File: config.mk
export PLATFORM = sky130hd
export DESIGN_NAME = uart_rx
export DESIGN_NICKNAME = d
export VERILOG_FILES = /design/src/rtl/uart_rx.sv
export SDC_FILE = /design/constraint.sdc
export NUM_CORES = 1
export LEC_CHECK = 0
export CORE_MARGIN = 5
export CORE_UTILIZATION = 30
export DETAILED_ROUTE_END_ITERATION = 6
export GPL_ROUTABILITY_DRIVEN = 1
export PLACE_DENSITY = 0.55
export SYNTH_ARGS = -nofsm -noshare
export SYNTH_HDL_FRONTEND = slang
export SYNTH_SLANG_ARGS = --single-unit
export TNS_END_PERCENT = 5
File: constraint.sdc
create_clock -name in_clk -period 1.59 [get_ports in_clk]
set_input_delay 0.477 -clock in_clk [delete_from_list [all_inputs] [get_ports in_clk]]
set_output_delay 0.477 -clock in_clk [all_outputs]
set_load 0.01 [all_outputs]
File: src/rtl/uart_rx.sv
// uart_rx: oversampling asynchronous serial receiver, 8N1 by default.
// A 2-flop synchronizer feeds a tick-driven FSM that samples every bit at
// its midpoint. Good bytes leave with a one-cycle out_uart_ready strobe.
// Bad stop bits raise a one-cycle out_frame_err strobe and the byte is dropped.
// Optional feature macro: UART_RX_PARITY_EN adds a parity bit before the stop
// bit, the PARITY_ODD parameter and the out_parity_err strobe.
module uart_rx #(
    parameter int CLK_FREQ   = 100000000,
    parameter int BAUD       = 115200,
    parameter int OVERSAMPLE = 16
`ifdef UART_RX_PARITY_EN
    ,
    parameter bit PARITY_ODD = 1'b0
`endif
) (
    input  logic       in_clk,
    input  logic       in_rst,
    input  logic       in_uart_rx,
    output logic [7:0] out_uart_frame,
    output logic       out_uart_ready,
    output logic       out_frame_err,
    output logic       out_busy
`ifdef UART_RX_PARITY_EN
    ,
    output logic       out_parity_err
`endif
);

    // Clocks per oversampling tick; intentionally truncated.
    localparam int DIV    = CLK_FREQ / (BAUD * OVERSAMPLE);
    localparam int DIV_W  = (DIV > 1) ? $clog2(DIV) : 1;
    localparam int TICK_W = $clog2(OVERSAMPLE);

    localparam logic [DIV_W-1:0]  DIV_LAST  = DIV_W'(DIV - 1);
    localparam logic [TICK_W-1:0] TICK_LAST = TICK_W'(OVERSAMPLE - 1);
    localparam logic [TICK_W-1:0] TICK_HALF = TICK_W'(OVERSAMPLE / 2 - 1);

    typedef enum logic [2:0] {
        S_IDLE,
        S_START,
        S_DATA,
`ifdef UART_RX_PARITY_EN
        S_PARITY,
`endif
        S_STOP,
        S_WAIT_IDLE
    } state_e;

    state_e              state_q, state_d;
    logic                rx_meta_q, rx_s_q;
    logic [DIV_W-1:0]    div_q, div_d;
    logic [TICK_W-1:0]   tick_cnt_q, tick_cnt_d;
    logic [2:0]          bit_cnt_q, bit_cnt_d;
    logic [7:0]          shift_q, shift_d;
    logic [7:0]          frame_q, frame_d;
    logic                ready_q, ready_d;
    logic                frame_err_q, frame_err_d;
    logic                tick;
    logic                bit_done;
`ifdef UART_RX_PARITY_EN
    logic                par_bit_q, par_bit_d;
    logic                parity_err_q, parity_err_d;
    logic                parity_ok;
`endif

    // The tick generator only runs outside IDLE, so tick phase follows the start edge.
    assign tick     = (state_q != S_IDLE) && (div_q == DIV_LAST);
    // One full bit period has elapsed on this tick.
    assign bit_done = tick && (tick_cnt_q == TICK_LAST);
`ifdef UART_RX_PARITY_EN
    // Data bits plus parity bit must XOR to the selected parity sense.
    assign parity_ok = ((^shift_q) ^ par_bit_q) == PARITY_ODD;
`endif

    // Two-flop synchronizer for the asynchronous line; idles high.
    always_ff @(posedge in_clk) begin
        // NOTE: flops use non-blocking assignment so every register samples
        // pre-edge values; blocking here would collapse the two sync stages.
        if (in_rst) begin
            rx_meta_q <= 1'b1;
            rx_s_q    <= 1'b1;
        end else begin
            rx_meta_q <= in_uart_rx;
            rx_s_q    <= rx_meta_q;
        end
    end

    // State, counters, shift register and output strobes.
    always_ff @(posedge in_clk) begin
        if (in_rst) begin
            state_q     <= S_IDLE;
            div_q       <= '0;
            tick_cnt_q  <= '0;
            bit_cnt_q   <= '0;
            shift_q     <= '0;
            frame_q     <= '0;
            ready_q     <= 1'b0;
            frame_err_q <= 1'b0;
`ifdef UART_RX_PARITY_EN
            par_bit_q    <= 1'b0;
            parity_err_q <= 1'b0;
`endif
        end else begin
            state_q     <= state_d;
            div_q       <= div_d;
            tick_cnt_q  <= tick_cnt_d;
            bit_cnt_q   <= bit_cnt_d;
            shift_q     <= shift_d;
            frame_q     <= frame_d;
            ready_q     <= ready_d;
            frame_err_q <= frame_err_d;
`ifdef UART_RX_PARITY_EN
            par_bit_q    <= par_bit_d;
            parity_err_q <= parity_err_d;
`endif
        end
    end

    // Next-state logic: mid-bit sampling, byte assembly and strobe generation.
    always_comb begin
        // NOTE: every output of this block gets a default first; any path that
        // left one unassigned would infer a latch.
        state_d     = state_q;
        div_d       = div_q;
        tick_cnt_d  = tick_cnt_q;
        bit_cnt_d   = bit_cnt_q;
        shift_d     = shift_q;
        frame_d     = frame_q;
        ready_d     = 1'b0;
        frame_err_d = 1'b0;
`ifdef UART_RX_PARITY_EN
        par_bit_d    = par_bit_q;
        parity_err_d = 1'b0;
`endif

        if (state_q != S_IDLE) begin
            div_d = tick ? '0 : div_q + DIV_W'(1);
        end
        if (tick) begin
            tick_cnt_d = tick_cnt_q + TICK_W'(1);
        end

        unique case (state_q)
            S_IDLE: begin
                div_d      = '0;
                tick_cnt_d = '0;
                bit_cnt_d  = '0;
                if (!rx_s_q) begin
                    state_d = S_START;
                end
            end

            S_START: begin
                // Re-check the line at the middle of the start bit.
                if (tick && (tick_cnt_q == TICK_HALF)) begin
                    tick_cnt_d = '0;
                    state_d    = rx_s_q ? S_IDLE : S_DATA;
                end
            end

            S_DATA: begin
                if (bit_done) begin
                    tick_cnt_d = '0;
                    shift_d    = {rx_s_q, shift_q[7:1]};
                    if (bit_cnt_q == 3'd7) begin
                        bit_cnt_d = '0;
`ifdef UART_RX_PARITY_EN
                        state_d   = S_PARITY;
`else
                        state_d   = S_STOP;
`endif
                    end else begin
                        bit_cnt_d = bit_cnt_q + 3'd1;
                    end
                end
            end

`ifdef UART_RX_PARITY_EN
            S_PARITY: begin
                if (bit_done) begin
                    tick_cnt_d = '0;
                    par_bit_d  = rx_s_q;
                    state_d    = S_STOP;
                end
            end
`endif

            S_STOP: begin
                if (bit_done) begin
                    tick_cnt_d = '0;
                    if (rx_s_q) begin
                        // Return to IDLE at mid-stop so a following start bit is caught.
                        state_d = S_IDLE;
`ifdef UART_RX_PARITY_EN
                        if (parity_ok) begin
                            frame_d = shift_q;
                            ready_d = 1'b1;
                        end else begin
                            parity_err_d = 1'b1;
                        end
`else
                        frame_d = shift_q;
                        ready_d = 1'b1;
`endif
                    end else begin
                        frame_err_d = 1'b1;
                        state_d     = S_WAIT_IDLE;
                    end
                end
            end

            S_WAIT_IDLE: begin
                // Wait out a break so a held-low line yields only one error.
                if (rx_s_q) begin
                    state_d = S_IDLE;
                end
            end

            default: begin
                state_d = S_IDLE;
            end
        endcase
    end

    assign out_uart_frame = frame_q;
    assign out_uart_ready = ready_q;
    assign out_frame_err  = frame_err_q;
    assign out_busy       = (state_q != S_IDLE);
`ifdef UART_RX_PARITY_EN
    assign out_parity_err = parity_err_q;
`endif

endmodule
After elaboration in Yosys (flattened, before gate mapping)
Index checks and enable logic that the tools add are counted.

word-level totals
  register bits after elaboration = 36
  bits in latches = 0
  RAM bits = 0
  memory bits (read-only) = 0
  input bits = 3
  output and inout port bits = 11
  word-level logic and storage cells = 61
  memories = 0

cells by class
  add/subtract/negate cells = 3
  $mul = 0
  divide/modulo/power cells = 0
  magnitude comparators = 0
  eq/ne operators = 14
  shift-type cells = 0
  mux-type cells = 19
  bitwise operators = 2
  reductions and logical operators = 13

operator list
  cell                                           number
  2-to-1 mux 3 bit                               9
  one-hot mux 3 bit (5 select lines)             1
  2-to-1 mux 4 bit                               3
  != test 2 bit, second input constant           6
  one-hot mux 4 bit (3 select lines)             1
  adder 6 x 1 -> 6 bit, second input constant    1
  == test 3 x 2 -> 1 bit, second input constant  2
  == test 3 bit, second input constant           2
  == test 6 bit, second input constant           1
  2-to-1 mux 6 bit                               1
  one-hot mux 3 bit (2 select lines)             1
  AND reduction 6 bit                            1
  adder 4 x 1 -> 4 bit, second input constant    1
  == test 4 x 3 -> 1 bit, second input constant  1
  == test 4 bit, second input constant           1
  AND reduction 2 bit                            2
  OR reduction 2 bit                             2
  adder 3 x 1 -> 3 bit, second input constant    1
  == test 3 x 1 -> 1 bit, second input constant  1
  logical AND 1 bit                              3
  zero test 3 bit                                1
  AND reduction 3 bit                            1
  nonzero test 3 bit                             1
  OR reduction 3 bit                             1
  other kinds (4)                                6

Longest topological paths before layout
  depth after elaboration = 5
  mapped depth = 7

Least setup slack after synthesis
No wires, ideal clock.

  kind = register -> register
  from = reg tick_cnt_q[0]
  to = reg frame_q[1], in the netlist out_uart_frame[1]
  library setup time = 0.128 ns
  arrival = 1.398 ns
  data required time = 1.462 ns
  path slack = 0.064 ns
  cell stages (with the launch flop) = 6
  buffers on the path = 0
  clock period less this slack = 1.526 ns
  cells stage by stage = dfxtp_1 ha_1 nand4b_4 nor3_4 mux2i_1 nor2_1

between the ends
  cells in the longest elaborated chain, start to end = 3

ends and longest elaborated chain
  what                                  RTL line  text
  start: declaration                    52        logic [TICK_W-1:0] tick_cnt_q, tick_cnt_d;
  start signal: assignment              106       tick_cnt_q <= tick_cnt_d;
  == test 4 bit                         69        assign bit_done = tick && (tick_cnt_q == TICK_LAST);
  logical AND 1 bit                     69
  AND reduction 3 bit (no source line)  n/a
  end signal: assignment                109       frame_q <= frame_d;
  end: declaration                      55        logic [7:0] frame_q, frame_d;

No other way between the ends.
A chain may end at the register's enable or synchronous reset.

Worst setup path in the final report
  from = reg state_q[2]
  to = reg shift_q[0]

between the ends
  cells in the longest elaborated chain, start to end = 4
  elaborated cells between the ends (all ways) = 5
  classes of those cells = eq/ne (1); reduce/logical (4)

ends and longest elaborated chain
  what                                      RTL line  text
  start: declaration                        49        state_e state_q, state_d;
  start signal: assignment                  104       state_q <= state_d;
  nonzero test 3 bit                        67        assign tick = (state_q != S_IDLE) && (div_q == DIV_LAST);
  logical AND 1 bit                         67
  logical AND 1 bit                         69
  AND reduction 2 bit (no source line) (*)  n/a
  end signal: assignment                    108       shift_q <= shift_d;
  end: declaration                          54        logic [7:0] shift_q, shift_d;

Mark *: on every way between the ends. The rest lies on a longest branch, timed or not.

==> flow_metrics.tcl <==
set metrics [dict create \
    drt_iter0_markers 62 \
    synth_top_family_by_area "simple AND/OR/NAND/NOR gates" \
    clk_path_buf_depth 2 \
    rows 25 \
    netlist_instances 153 \
    finalPower_mw 1.641 \
    num_vias 1177 \
    cts-root-buf "clkbuf_8" \
    dieArea_sq_mm 0.006533 \
    syn2layout_area_growth_pct 32.83 \
    ys_ff_latch 36 \
    start_util 0.3145 \
    slowest_delay_ns 0.41 \
    final_cell_mix "dfxtp_1, nor2_1, buf_4, mux2i_1, dlygate4sd2_1" \
    drc 0 \
    dpl.cell_count 247 \
    pin_count 14 \
    cts_buffers 5 \
    clock_sinks 36 \
    setup_viol 0 \
    wl_mm 2.967 \
    critical_path_class "flop to flop" \
    gr-total-overflow 0 \
    drtAntennaViolNets 0 \
    final_common_cell "dfxtp_1" \
    ys_seq_area_frac 0.4788 \
    yosys.area_share.simple 0.2377 \
    final_max_slew_viol_count 0 \
    cp_cell_sequence "buf_4 -> or3b_4 -> nor3_2 -> buf_6 -> mux2i_1 -> nor2_1" \
    antenna_found_initial 0 \
    vias_per_cell 4.580 \
    finalNetCount 197 \
    cts_tree "yes" \
    use_met3 0.03326 \
    port_buffers 13 \
    rsz0062_at_grt "yes" \
    drtPass1Iterations 4 \
    fill_cells 474 \
    ys.warnings.count 0 \
    min_period_ns 1.578 \
    synthMuxAreaShare 0.1131 \
    n_antenna_cell 0 \
    clkTransAtPathRegs_ns 0.07 \
    grt_max_degree 17 \
    synth_xor_xnor_area_share 0.04655 \
    gp_congestion 0.7625 \
    crit_path_end_kind "flop" \
    critPathRequiredTime_ns 1.77 \
    drv_cap 0 \
    synthAdderAreaFrac 0.04156 \
    syn_nets 161 \
    grt_busiest_layer "met2" \
    powerDensity_mw_per_mm2 820.8 \
    skew_ns 0.004974 \
    coreArea_sq_mm 0.004786 \
    ys_types 36 \
    max_freq_ghz 0.6338 \
    use_met2 0.1535 \
    instances_no_fill 257 \
    worst_ep_arrival_time_ns 1.75 \
    grt_pass1_vias 1119 \
    die_w_um 80.83 \
    power_leakage_nw 0.7993 \
    cp_slowest_cell "or3b_4" \
    hold_viol 0 \
    status "completed" \
    cts_max_level 2 \
    tightestPinTransition_ns 0.3888 \
    max-slew-margin-rel 0.7388 \
    cp_max_fo 12 \
    drive_above_1_share 0.2632 \
    hold_path.class "flop to flop" \
    grt_use_met1 0.1289 \
    syn_area_sq_mm 0.001505 \
    post-route-util 0.4178 \
    hold_ws_ns 0.4124 \
    cp-start-kind "flop" \
    grt_pass1_wl_mm 5.092 \
    grtUsageTotal 0.1008 \
    routedWlPerCell_um 11.54 \
    synth-compound-area-share 0.04988 \
    die_h_um 80.83 \
    insertion_delay_ns 0.29 \
    syn_area_per_cell_sq_um 9.838 \
    peakVddDrop_uv 409.7 \
    dp_hpwl_mm 2.145 \
    fin_crit_sh 0.9924 \
]
==> final cells by class <==
class / count / area [sq um] / area share
repair buffers: 34 / 299.0 / 0.1496
inverters: 4 / 15.01 / 0.007509
multi-input cells: 108 / 780.7 / 0.3905
clock buffers: 7 / 86.33 / 0.04318
flip-flops and latches: 36 / 726.9 / 0.3636
well taps: 67 / 83.83 / 0.04193
clock inverters: 1 / 7.507 / 0.003755
==> Yosys cell counts (all sizes together) <==
library cell | count | area [sq um]
o21bai | 1 | 7.510
nor2 | 29 | 108.9
or3b | 1 | 8.760
nand3 | 2 | 10.01
nand4 | 3 | 18.77
or2 | 3 | 18.77
nor4 | 2 | 12.51
and3 | 1 | 6.260
a21oi | 3 | 15.01
nand4b | 2 | 32.53
or4 | 1 | 7.510
dfxtp | 36 | 720.7
nand2 | 8 | 30.03
nor4b | 1 | 8.760
xor2 | 5 | 43.79
o211ai | 1 | 7.510
ha | 5 | 62.56
a211oi | 1 | 7.510
a311oi | 1 | 8.760
nand3b | 2 | 15.01
a31oi | 3 | 18.77
mux2i | 17 | 170.2
buf | 3 | 26.27
xnor2 | 3 | 26.28
o21ai | 2 | 10.00
clkbuf | 2 | 7.510
inv | 4 | 15.01
nor3 | 9 | 66.32
nor3b | 1 | 7.510
nand2b | 1 | 6.260
==> logic make-up (layout without fill, tap and decap cells) <==
kind of cell / after synthesis / in the layout
muxes: 17 / 17
xor gates and xnor gates: 8 / 8
buffers and inverters: 9 / 46
adders and majority gates: 5 / 5
DFF: 36 / 36
AOI/OAI and AO/OA: 12 / 12
and+or+nand+nor: 66 / 66
==> timing repair <==
item	4_1_cts	5_1_grt
pin swaps	2	2
endpoints found under the setup margin	27	26
hold buffers	0	0
resized for setup	18	12
setup buffers	2	0
==> power breakdown <==
part	total [mW]	internal (mW)	switching, mW
Sequential	0.908	0.906	0.00255
Clock	0.672	0.352	0.320
Combinational	0.0610	0.0306	0.0304
Total	1.64	1.29	0.353
==> per-layer routing <==
layer,vias to the layer above,wire [um]
li1,601,-
met1,547,1434
met2,21,1345
met3,8,134
met4,0,53
met5,-,0
==> final timing paths <==
kind,from,endpoint,slack (ns),cells after the start
worst min-delay path,rx_meta_q,rx_s_q,0.41,1
worst max register to register,state_q[2],shift_q[0],0.01,6
worst min register to register,rx_meta_q,rx_s_q,0.41,1
worst max-delay path,state_q[2],shift_q[0],0.01,6
==> critical path, delay by kind of cell, from the launching register on <==
family	cells	cell delay [ns]
buf+inv	2	0.34
flops	1	0.32
mux	1	0.20
simple gates	3	0.60
==> per-stage QoR <==
step / TNS (ns) / setup WS [ns] / cell area (sq um)
after floorplan: 0 / 0.06439 / 1505
after global placement: -0.01669 / -0.006272 / 1853
after detailed placement: -0.5401 / -0.06828 / 1853
after CTS: -0.002835 / -0.002835 / 1963
after global routing: -0.8042 / -0.07789 / 1999
final: 0 / 0.01216 / 1999
==> flip-flops by register name (all words and copies together) (netlist names) <==
| register | count |
|---|---|
| shift_q | 8 |
| tick_cnt_q | 4 |
| bit_cnt_q | 3 |
| state_q | 3 |
| out_frame_err | 1 |
| out_uart_ready | 1 |
| div_q | 6 |
| rx_meta_q | 1 |
| rx_s_q | 1 |
| out_uart_frame | 8 |
Power figures use the tool's default switching activity.
